File: config.mk
export PLATFORM = sky130hd
export DESIGN_NAME = alu_ctrl_issue_flat
export DESIGN_NICKNAME = d
export VERILOG_FILES = /design/src/rtl/alu_ctrl_pkg.sv /design/src/rtl/alu_ctrl_issue_if.sv /design/src/rtl/alu_ctrl_decode.sv /design/src/rtl/alu_ctrl_issue.sv /design/src/flat_wrapper.sv
export SDC_FILE = /design/constraint.sdc
export NUM_CORES = 1
export LEC_CHECK = 0
export BUFFER_PORTS_ARGS = -buffer_cell sky130_fd_sc_hd__buf_2
export CAP_MARGIN = 5
export CORE_UTILIZATION = 35
export DETAILED_ROUTE_END_ITERATION = 10
export GPL_TIMING_DRIVEN = 0
export HOLD_SLACK_MARGIN = 0.05
export MAX_ROUTING_LAYER = met4
export PLACE_DENSITY = 0.57
export SLEW_MARGIN = 10
export SYNTH_ARGS = -nofsm -noshare
export SYNTH_HDL_FRONTEND = slang
export SYNTH_SLANG_ARGS = --single-unit
File: constraint.sdc
create_clock -name clk_i -period 2.78 [get_ports clk_i]
set_input_delay 0.139 -clock clk_i [delete_from_list [all_inputs] [get_ports clk_i]]
set_output_delay 0.139 -clock clk_i [all_outputs]
set_load 0.05 [all_outputs]
File: src/rtl/alu_ctrl_pkg.sv
// Shared encodings for the ALU-control issue stage: main-control op classes,
// R-type funct codes and the 4-bit control codes the ALU decodes.
package alu_ctrl_pkg;

   localparam logic [2:0] ALUOP_ADD   = 3'b000;
   localparam logic [2:0] ALUOP_SUB   = 3'b001;
   localparam logic [2:0] ALUOP_RTYPE = 3'b010;
   localparam logic [2:0] ALUOP_AND   = 3'b011;
   localparam logic [2:0] ALUOP_OR    = 3'b100;
   localparam logic [2:0] ALUOP_SLT   = 3'b101;
   localparam logic [2:0] ALUOP_LI    = 3'b110;

   localparam logic [5:0] FUNCT_ADD = 6'b100000;
   localparam logic [5:0] FUNCT_SUB = 6'b100010;
   localparam logic [5:0] FUNCT_AND = 6'b100100;
   localparam logic [5:0] FUNCT_OR  = 6'b100101;
   localparam logic [5:0] FUNCT_SLT = 6'b101010;
   localparam logic [5:0] FUNCT_MUL = 6'b011000;
   localparam logic [5:0] FUNCT_NOR = 6'b100111;

   localparam logic [3:0] CTRL_AND     = 4'b0000;
   localparam logic [3:0] CTRL_OR      = 4'b0001;
   localparam logic [3:0] CTRL_ADD     = 4'b0010;
   localparam logic [3:0] CTRL_MUL     = 4'b0011;
   localparam logic [3:0] CTRL_LI      = 4'b0100;
   localparam logic [3:0] CTRL_SUB     = 4'b0110;
   localparam logic [3:0] CTRL_SLT     = 4'b0111;
   localparam logic [3:0] CTRL_NOR     = 4'b1100;
   localparam logic [3:0] CTRL_ILLEGAL = 4'b1111;

   typedef struct packed {
      logic [3:0] ctrl;
      logic       illegal;
   } ctrl_dec_t;

   // Anything not explicitly listed (aluop 111, unknown funct) maps to ILLEGAL.
   function automatic ctrl_dec_t decode_ctrl(input logic [2:0] aluop,
                                             input logic [5:0] funct);
      ctrl_dec_t dec;
      dec.ctrl    = CTRL_ILLEGAL;
      dec.illegal = 1'b1;
      case (aluop)
         ALUOP_ADD: dec = '{ctrl: CTRL_ADD, illegal: 1'b0};
         ALUOP_SUB: dec = '{ctrl: CTRL_SUB, illegal: 1'b0};
         ALUOP_AND: dec = '{ctrl: CTRL_AND, illegal: 1'b0};
         ALUOP_OR:  dec = '{ctrl: CTRL_OR,  illegal: 1'b0};
         ALUOP_SLT: dec = '{ctrl: CTRL_SLT, illegal: 1'b0};
         ALUOP_LI:  dec = '{ctrl: CTRL_LI,  illegal: 1'b0};
         ALUOP_RTYPE: begin
            case (funct)
               FUNCT_ADD: dec = '{ctrl: CTRL_ADD, illegal: 1'b0};
               FUNCT_SUB: dec = '{ctrl: CTRL_SUB, illegal: 1'b0};
               FUNCT_AND: dec = '{ctrl: CTRL_AND, illegal: 1'b0};
               FUNCT_OR:  dec = '{ctrl: CTRL_OR,  illegal: 1'b0};
               FUNCT_SLT: dec = '{ctrl: CTRL_SLT, illegal: 1'b0};
               FUNCT_MUL: dec = '{ctrl: CTRL_MUL, illegal: 1'b0};
               FUNCT_NOR: dec = '{ctrl: CTRL_NOR, illegal: 1'b0};
               default:   dec = '{ctrl: CTRL_ILLEGAL, illegal: 1'b1};
            endcase
         end
         default: dec = '{ctrl: CTRL_ILLEGAL, illegal: 1'b1};
      endcase
      return dec;
   endfunction

endpackage

File: src/rtl/alu_ctrl_issue_if.sv
// Decode-side and execute-side handshake/data bundle for the ALU issue stage.
interface alu_ctrl_issue_if #(parameter int DATA_W = 32);

   logic              in_valid_i;
   logic              in_ready_o;
   logic [2:0]        aluop_i;
   logic [5:0]        funct_i;
   logic              alusrc_i;
   logic [DATA_W-1:0] src1_i;
   logic [DATA_W-1:0] src2_i;
   logic [DATA_W-1:0] imm_i;
   logic              out_valid_o;
   logic              out_ready_i;
   logic [3:0]        ctrl_o;
   logic [DATA_W-1:0] src1_o;
   logic [DATA_W-1:0] src2_o;
   logic              illegal_o;

   modport master (
      output in_valid_i, aluop_i, funct_i, alusrc_i, src1_i, src2_i, imm_i, out_ready_i,
      input  in_ready_o, out_valid_o, ctrl_o, src1_o, src2_o, illegal_o
   );

   modport slave (
      input  in_valid_i, aluop_i, funct_i, alusrc_i, src1_i, src2_i, imm_i, out_ready_i,
      output in_ready_o, out_valid_o, ctrl_o, src1_o, src2_o, illegal_o
   );

endinterface

File: src/rtl/alu_ctrl_decode.sv
// Combinational ALU-control decode: op class/funct to control code, plus
// operand selection (li takes its first operand from the immediate).
module alu_ctrl_decode
   import alu_ctrl_pkg::*;
#(
   parameter int DATA_W = 32
) (
   input  logic [2:0]        aluop,
   input  logic [5:0]        funct,
   input  logic              alusrc,
   input  logic [DATA_W-1:0] src1,
   input  logic [DATA_W-1:0] src2,
   input  logic [DATA_W-1:0] imm,
   output logic [3:0]        ctrl,
   output logic [DATA_W-1:0] op1,
   output logic [DATA_W-1:0] op2,
   output logic              illegal
);

   ctrl_dec_t dec;

   // Illegal ops still carry their operands through untouched.
   always_comb begin
      dec     = decode_ctrl(aluop, funct);
      ctrl    = dec.ctrl;
      illegal = dec.illegal;
      op1     = (aluop == ALUOP_LI) ? imm : src1;
      op2     = alusrc ? imm : src2;
   end

endmodule

File: src/rtl/alu_ctrl_issue.sv
// ALU issue stage: decodes ops at push time and holds them in a 2-entry
// valid/ready skid buffer so decode never sees execute's ready combinationally.
module alu_ctrl_issue
   import alu_ctrl_pkg::*;
#(
   parameter int DATA_W = 32,
   parameter int DEPTH  = 2
) (
   input  logic             clk_i,
   input  logic             rst_i,
   input  logic             flush_i,
   alu_ctrl_issue_if.slave  bus
);

   logic [3:0]        ctrl_q    [DEPTH];
   logic [DATA_W-1:0] src1_q    [DEPTH];
   logic [DATA_W-1:0] src2_q    [DEPTH];
   logic              illegal_q [DEPTH];

   logic [1:0] count;
   logic       wr_ptr;
   logic       rd_ptr;
   logic       push;
   logic       pop;

   logic [3:0]        dec_ctrl;
   logic [DATA_W-1:0] dec_op1;
   logic [DATA_W-1:0] dec_op2;
   logic              dec_illegal;

   alu_ctrl_decode #(.DATA_W(DATA_W)) u_decode (
      .aluop   (bus.aluop_i),
      .funct   (bus.funct_i),
      .alusrc  (bus.alusrc_i),
      .src1    (bus.src1_i),
      .src2    (bus.src2_i),
      .imm     (bus.imm_i),
      .ctrl    (dec_ctrl),
      .op1     (dec_op1),
      .op2     (dec_op2),
      .illegal (dec_illegal)
   );

   // Ready comes only from the occupancy register, never from out_ready_i.
   assign bus.in_ready_o  = (count < 2'd2);
   assign bus.out_valid_o = (count != 2'd0);
   assign push            = bus.in_valid_i & bus.in_ready_o;
   assign pop             = bus.out_valid_o & bus.out_ready_i;

   assign bus.ctrl_o    = ctrl_q[rd_ptr];
   assign bus.src1_o    = src1_q[rd_ptr];
   assign bus.src2_o    = src2_q[rd_ptr];
   assign bus.illegal_o = illegal_q[rd_ptr];

   // Reset beats flush, flush beats push/pop; payload is left stale on flush.
   always_ff @(posedge clk_i) begin
      if (rst_i) begin
         count  <= 2'd0;
         wr_ptr <= 1'b0;
         rd_ptr <= 1'b0;
         for (int i = 0; i < DEPTH; i++) begin
            ctrl_q[i]    <= CTRL_AND;
            src1_q[i]    <= '0;
            src2_q[i]    <= '0;
            illegal_q[i] <= 1'b0;
         end
      end else if (flush_i) begin
         count  <= 2'd0;
         wr_ptr <= 1'b0;
         rd_ptr <= 1'b0;
      end else begin
         if (push) begin
            ctrl_q[wr_ptr]    <= dec_ctrl;
            src1_q[wr_ptr]    <= dec_op1;
            src2_q[wr_ptr]    <= dec_op2;
            illegal_q[wr_ptr] <= dec_illegal;
            wr_ptr            <= ~wr_ptr;
         end
         if (pop) begin
            rd_ptr <= ~rd_ptr;
         end
         case ({push, pop})
            2'b10:   count <= count + 2'd1;
            2'b01:   count <= count - 2'd1;
            default: count <= count;
         endcase
      end
   end

endmodule

File: src/flat_wrapper.sv
// flat-port wrapper written by rule: the top's interface ports become plain ports
module alu_ctrl_issue_flat import alu_ctrl_pkg::*;
#(
   parameter int DATA_W = 32,
   parameter int DEPTH  = 2
)
  (clk_i, rst_i, flush_i, bus_in_valid_i, bus_aluop_i, bus_funct_i, bus_alusrc_i, bus_src1_i, bus_src2_i, bus_imm_i, bus_out_ready_i, bus_in_ready_o, bus_out_valid_o, bus_ctrl_o, bus_src1_o, bus_src2_o, bus_illegal_o);
  alu_ctrl_issue_if #(.DATA_W(DATA_W)) bus_i ();
  input  logic clk_i;
  input  logic rst_i;
  input  logic flush_i;
  input wire logic [$bits(bus_i.in_valid_i)-1:0] bus_in_valid_i;
  input wire logic [$bits(bus_i.aluop_i)-1:0] bus_aluop_i;
  input wire logic [$bits(bus_i.funct_i)-1:0] bus_funct_i;
  input wire logic [$bits(bus_i.alusrc_i)-1:0] bus_alusrc_i;
  input wire logic [$bits(bus_i.src1_i)-1:0] bus_src1_i;
  input wire logic [$bits(bus_i.src2_i)-1:0] bus_src2_i;
  input wire logic [$bits(bus_i.imm_i)-1:0] bus_imm_i;
  input wire logic [$bits(bus_i.out_ready_i)-1:0] bus_out_ready_i;
  output wire logic [$bits(bus_i.in_ready_o)-1:0] bus_in_ready_o;
  output wire logic [$bits(bus_i.out_valid_o)-1:0] bus_out_valid_o;
  output wire logic [$bits(bus_i.ctrl_o)-1:0] bus_ctrl_o;
  output wire logic [$bits(bus_i.src1_o)-1:0] bus_src1_o;
  output wire logic [$bits(bus_i.src2_o)-1:0] bus_src2_o;
  output wire logic [$bits(bus_i.illegal_o)-1:0] bus_illegal_o;
  assign bus_i.in_valid_i = bus_in_valid_i;
  assign bus_i.aluop_i = bus_aluop_i;
  assign bus_i.funct_i = bus_funct_i;
  assign bus_i.alusrc_i = bus_alusrc_i;
  assign bus_i.src1_i = bus_src1_i;
  assign bus_i.src2_i = bus_src2_i;
  assign bus_i.imm_i = bus_imm_i;
  assign bus_i.out_ready_i = bus_out_ready_i;
  assign bus_in_ready_o = bus_i.in_ready_o;
  assign bus_out_valid_o = bus_i.out_valid_o;
  assign bus_ctrl_o = bus_i.ctrl_o;
  assign bus_src1_o = bus_i.src1_o;
  assign bus_src2_o = bus_i.src2_o;
  assign bus_illegal_o = bus_i.illegal_o;
  alu_ctrl_issue #(.DATA_W(DATA_W), .DEPTH(DEPTH)) u_core (.clk_i(clk_i), .rst_i(rst_i), .flush_i(flush_i), .bus(bus_i));
endmodule
==> results.md, run 1 <==
- Placed insts: about 950
- Placer Congestion: 0.770
- Hold WC Path Type: input port to flop
- Clk_lat worst skew: 420 ps
- Synth cell types: 37
- Synthesized Nets: 622
- Routed vias: 4710
- Total internal power: 0.00415 W
- CP arrival: 2330 ps
- Top_reg_cell synth: edfxtp_1
- Max-cap violations: 0
- DR WL/cell: ~18 um
- CTS Sinks: about 140
- Top cells by area, synth: edfxtp_1, mux2_2, mux2i_1, nor2_1, dfxtp_1
- Antenna viol nets, final: 0
- Met2 routed WL: 8.51 mm
- Vias/cell: 4.75
- Period utilization: 88.8%
- CTS Buf Count: 17
- P&R area growth vs syn: 29.1%
- Worst-path clk slew: around 60 ps
- CP Launch Type: flop
- Fin crit period: 2470 ps
- EDFF count, synth: around 140
- Clock share of power: slightly above 40%
- Crit path required time: 2640 ps
- DP Worst Slack: 499 ps
- Largest net degree at the start of global routing: 45
- Max-slew violations: 0
- Leak: just under 4 nW
- Top layer in use: met4
- Power density cells: 643 nW/um2
- Final setup margin: 311 ps
- Hold Slack: 65.8 ps
- H-tree depth: 4
- Switch share: 26.2%
- Nets: 830
- Initial drt markers: approximately 200
- Sequential area share after synthesis: 62.7%
- CTS tree: built
- Die Width: 141 um
- Setup Total Neg Slack: 0 ps
- VDD IR-drop max: 0.000411 V
- Synthesized area per cell: 13.3 um2
- Wl on met1: 8.05 mm
- Setup violators final: 0
- Area after DPL: about 8000 um2
- CP Class: flop to output pin
- Port-buffer cells: 177
- Largest area contributor in the netlist: edfxtp_1
- Ys async rst share: 0%
- Slew margin rel.: 56.6%
- DRC errors left: 0
- Initial antenna violation count: 0
- Count of final hold-check violations: 0
- Combinational share of power: 14.6%
- Status: completed
- Post-Route Skew: roughly 9.9 ps
- Die Y: 141 um
- CTS Root Cell: clkbuf_16
- IO Pins: 182
- Drt pass-1 iters: 4
- Cell Rows: 50
- Post-Syn Instances: a little over 500
- Sequential Power Share: 44.5%
- Initial Utilization: about 36%
- Antenna cell count: 0
- Remaining global-route overflow: 0
- Cell Area, Synth: 6770 um2
- Longest Clk Path Bufs: 2
- Crit path capture type: output pin
- Most frequent cells after synthesis: edfxtp_1, nor2_1, mux2_2
- First-pass GRT wire length: ~27 mm
- Post-route non-filler standard cell count: 991
- Worst Path Max Fanout: 10
- Maximum operating frequency: 405 MHz
- Dominant cell by count in the synthesized netlist: edfxtp_1
- Met3 wire len: 841 um
- DP Wirelength: 12.1 mm
- Post-route cell area: between 8000 and 9000 um2
- NetSw: 0.00147 W
- Vias in the first global route: 4775
- FF+latch count, synth: 143
- RSZ-0062 raised after global routing: false
- WL final: 17.6 mm
- Die Area: 19900 um2
- Synthesis warning total: 0
- Top cell type's share of synthesized area: 61.2%
- Least-Margin Pin Slew: 651 ps
- Layout cells sized above 1: a little over two fifths
- Core area: 18800 um2
- Global Route Usage Sum: 18.9%
-- worst max-delay path, cell delays in order, from the launching register on --
cell      delay, ps
dfxtp_1         300
clkbuf_1        240
buf_2           360
buf_2           400
mux2_2          390
buf_2           210
-- power groups by stage --
stage	clock (W)	sequential (W)	combinational [W]
finish	0.00230	0.00250	0.000820
floorplan	0	0.00254	0.000557
CTS	0.00234	0.00250	0.000829
detailed placement	0	0.00255	0.000815
global route	0.00243	0.00251	0.000875
global placement	0	0.00255	0.000793
-- cell type report --
class | count | area [um2]
Sequential cell | 143 | 4240
Buffer | 33 | 185
Clock inverter | 14 | 168
Fill cell | 1741 | 10100
Tap cell | 260 | 325
Timing Repair Buffer | 189 | 1030
Inverter | 3 | 11.3
Multi-Input combinational cell | 331 | 2350
Clock buffer | 18 | 429
-- registers in the layout (all words and copies together) (netlist names), named ones only --
| signal | count |
|---|---|
| u_core.count | 2 |
| u_core.ctrl_q | 8 |
| u_core.illegal_q | 2 |
| u_core.rd_ptr | 1 |
| u_core.src1_q | 64 |
| u_core.src2_q | 64 |
| u_core.wr_ptr | 1 |
-- kinds of logic (layout without fill, tap and decap cells) --
group | count (synthesis) | after routing | share of synthesized area, %
XOR/XNOR | 5 | 5 | 0.647
AO/OA/AOI/OAI | 15 | 15 | 1.31
multiplexers | 133 | 133 | 20.9
buffers and inverters | 36 | 257 | 2.90
flip-flops | 143 | 143 | 62.7
AND/OR/NAND/NOR | 177 | 177 | 11.3
adder cells (fa/ha/maj) | 1 | 1 | 0.185
-- worst paths after layout --
| kind | start | end | slack (ps) | depth (start not counted) |
|---|---|---|---|---|
| setup / recovery | flop | bus_src1_o[23] | 310 | 5 |
| hold / removal | bus_src1_i[27] | u_core.src1_q[1][27]$_SDFFCE_PN0P_ | 70 | 3 |
| setup reg to reg | u_core.count[1]$_SDFFE_PP0P_ | u_core.src1_q[0][20]$_SDFFCE_PN0P_ | 550 | 5 |
| hold reg to reg | u_core.rd_ptr$_SDFFE_PP0P_ | u_core.rd_ptr$_SDFFE_PP0P_ | 550 | 2 |
-- repair_timing --
action	CTS	global route
hold buffers	10	0
hold endpoints to repair	16	0
resized for setup	0	0
setup buffers	0	0
-- layer usage --
metal	GRT usage, %	vias to the layer above
met2	30.5	163
met1	23.9	2275
li1	-	2254
met4	5.03	0
met3	4.21	18
met5	-	-
-- per-stage QoR --
step                      utilization (%)  power [W]
after floorplan                         -    0.00310
after global placement               42.4    0.00334
after detailed placement             42.7    0.00336
after CTS                            46.4    0.00567
after global routing                 46.4    0.00582
final                                46.4    0.00562
-- placed cells by master (no fill, tap or decap), types with 3 or more instances in the layout --
master	instances
a21oi_1	7
and3_1	6
buf_2	196
buf_6	5
bufinv_16	3
clkbuf_1	10
clkbuf_16	17
clkinv_2	3
clkinv_4	4
dfxtp_1	5
dlygate4sd3_1	10
edfxtp_1	138
inv_1	3
mux2_2	69
mux2i_1	64
nand2_1	5
nand2b_1	3
nand2b_4	3
nor2_1	137
nor3_1	7
xnor2_1	4
(Power assumes the default switching activity.)
==> inputs of run 2 (changes only) <==
--- a/config.mk
+++ b/config.mk
@@ -10,2 +10,3 @@
 export CORE_UTILIZATION = 35
+export CTS_CLUSTER_SIZE = 40
 export DETAILED_ROUTE_END_ITERATION = 10
@@ -14,3 +15,3 @@
 export MAX_ROUTING_LAYER = met4
-export PLACE_DENSITY = 0.57
+export PLACE_DENSITY = 0.55
 export SLEW_MARGIN = 10
==> constraint.sdc (replaced) <==
create_clock -name clk_i -period 2.4 [get_ports clk_i]
set_input_delay 0.48 -clock clk_i [delete_from_list [all_inputs] [get_ports clk_i]]
set_output_delay 0.48 -clock clk_i [all_outputs]
set_load 0.05 [all_outputs]
==> results.md, run 2 (same netlist as run 1, synthesis figures left out) <==
- Status: completed
- DP Wirelength: 11.9 mm
- Setup Fix Bufs, Post-CTS: 0
- Die Width: 141 um
- Initial drt markers: 238
- Switch share: a little over a quarter
- Slew margin rel.: 57.2%
- Crit path required time: 1920 ps
- Wl on met1: 7.79 mm
- DR WL/cell: 17.6 um
- Period utilization: 94.4%
- Nets: ~820
- R2R setup slack: 210 ps
- Max-slew violations: 0
- Largest net degree at the start of global routing: between 40 and 50
- Most frequent cells in the layout: buf_2, edfxtp_1, nor2_1
- Antenna cell count: 0
- Worst-path clk slew: 60 ps
- Longest Clk Path Bufs: 2
- Core area: 18800 um2
- Max-cap violations: 0
- Cell Rows: 50
- Critical R2R Launch: u_core.count[1]$_SDFFE_PP0P_
- CTS Sinks: 143
- Placer Congestion: 0.735
- Clk_lat worst skew: 420 ps
- Combinational share of power: 14.4%
- Cts hold-fix bufs: 0
- Die Area: about 20000 um2
- First-pass GRT wire length: roughly 26 mm
- Crit path to: bus_src1_o[3]
- WL final: 17.2 mm
- Worst Reg2Reg Path Length in Cells: 5
- Post-Route Skew: roughly 8.6 ps
- Port-buffer cells: about 180
- Hold WC Path Type: input port to flop
- Vias in the first global route: roughly 4700
- CTS Buf Count: 17
- Top Registers: u_core.src1_q: 64 flops, u_core.src2_q: 64 flops, u_core.ctrl_q: 8 flops
- Count of final hold-check violations: 0
- Commonest non-fill, non-tap cell in the layout: buf_2
- Tot Pwr: about 0.0065 W
- Least-Margin Pin Slew: 643 ps
- VDD IR-drop max: 0.000457 V
- Drt pass-1 iters: 4
- DRC errors left: 0
- Hold Startpoint: flush_i
- Resized cells post-CTS: 6
- NetSw: 0.00169 W
- Sequential Power Share: 44.6%
- Worst r2r dst: u_core.src1_q[0][13]$_SDFFCE_PN0P_
- Final Util: 46.0%
- Vias/cell: around 4.7
- Top layer in use: met4
- IO Pins: roughly 180
- CTS Root Cell: clkbuf_16
- RSZ-0062 raised after global routing: false
- Leak: 3.80 nW
- Fin crit period: 2270 ps
- CP Launch Type: flop
- Remaining global-route overflow: 0
- Maximum operating frequency: ~440 MHz
- Global Route Usage Sum: 18.4%
- Routed vias: around 4600
- Crit path capture type: output pin
- Total internal power: 0.00480 W
- P&R area growth vs syn: 27.9%
- Worst Path Max Fanout: 10
- Layout cells sized above 1: 42.9%
- Met2 routed WL: 8.51 mm
- CP arrival: 1790 ps
- CP Class: flop to output pin
- Clock share of power: approximately two fifths
- Met3 wire len: 742 um
- Die Y: roughly 140 um
- Power density cells: 750 nW/um2
- CTS tree: built
- Antenna viol nets, final: 0
- Fillers: 1790
- H-tree depth: 4
- Initial Utilization: 36.0%
- Setup violators final: 0
- Initial antenna violation count: 0
run 2: final cells by class:
class                           count  area, um2  share of cell area (%)
Multi-Input combinational cell    331       2350                    27.1
Timing Repair Buffer              179        941                    10.9
Inverter                            3       11.3                   0.130
Clock inverter                     14        168                    1.94
Sequential cell                   143       4250                    49.0
Clock buffer                       18        429                    4.95
Buffer                             32        196                    2.27
Tap cell                          260        325                    3.76
run 2: power by group through the flow:
stage / Sequential (W) / Clock (W) / Combinational (W)
floorplan: 0.00294 / 0 / 0.000646
global route: 0.00291 / 0.00281 / 0.000999
detailed placement: 0.00295 / 0 / 0.000945
global placement: 0.00295 / 0 / 0.000921
finish: 0.00290 / 0.00266 / 0.000935
CTS: 0.00290 / 0.00271 / 0.000950
run 2: routing by layer:
layer | GRT usage (%) | vias up
met5 | - | -
met4 | 5.38 | 0
met3 | 3.46 | 15
met2 | 30.7 | 158
met1 | 22.8 | 2237
li1 | - | 2238
run 2: how the worst min path moves through the flow:
stage	cells past startpoint	endpoint	slack, ps
4_1_cts	2	u_core.wr_ptr$_SDFFE_PP0P_	320
3_3_place_gp	2	u_core.rd_ptr$_SDFFE_PP0P_	540
5_1_grt	2	flop	330
2_1_floorplan	2	flop	520
3_5_place_dp	2	u_core.rd_ptr$_SDFFE_PP0P_	550
6_report	2	u_core.wr_ptr$_SDFFE_PP0P_	330
run 2: through the flow:
step / instances / setup TNS, ps / setup WS [ps] / area [um2] / hold WS [ps]
6_report: 980 / 0 / 135 / 8660 / 328
5_1_grt: 980 / 0 / 27.0 / 8660 / 332
4_1_cts: 980 / 0 / 90.0 / 8660 / 321
3_5_place_dp: 949 / -4550 / -54.5 / 8050 / 554
3_3_place_gp: 947 / -113600 / -852 / 7990 / 544
2_1_floorplan: 510 / 0 / 41.5 / 6780 / 520
run 2: worst max-delay path: stages (launching register included):
cell,delay (ps)
dfxtp_2,390
buf_6,200
buf_6,200
mux2_2,360
buf_2,220
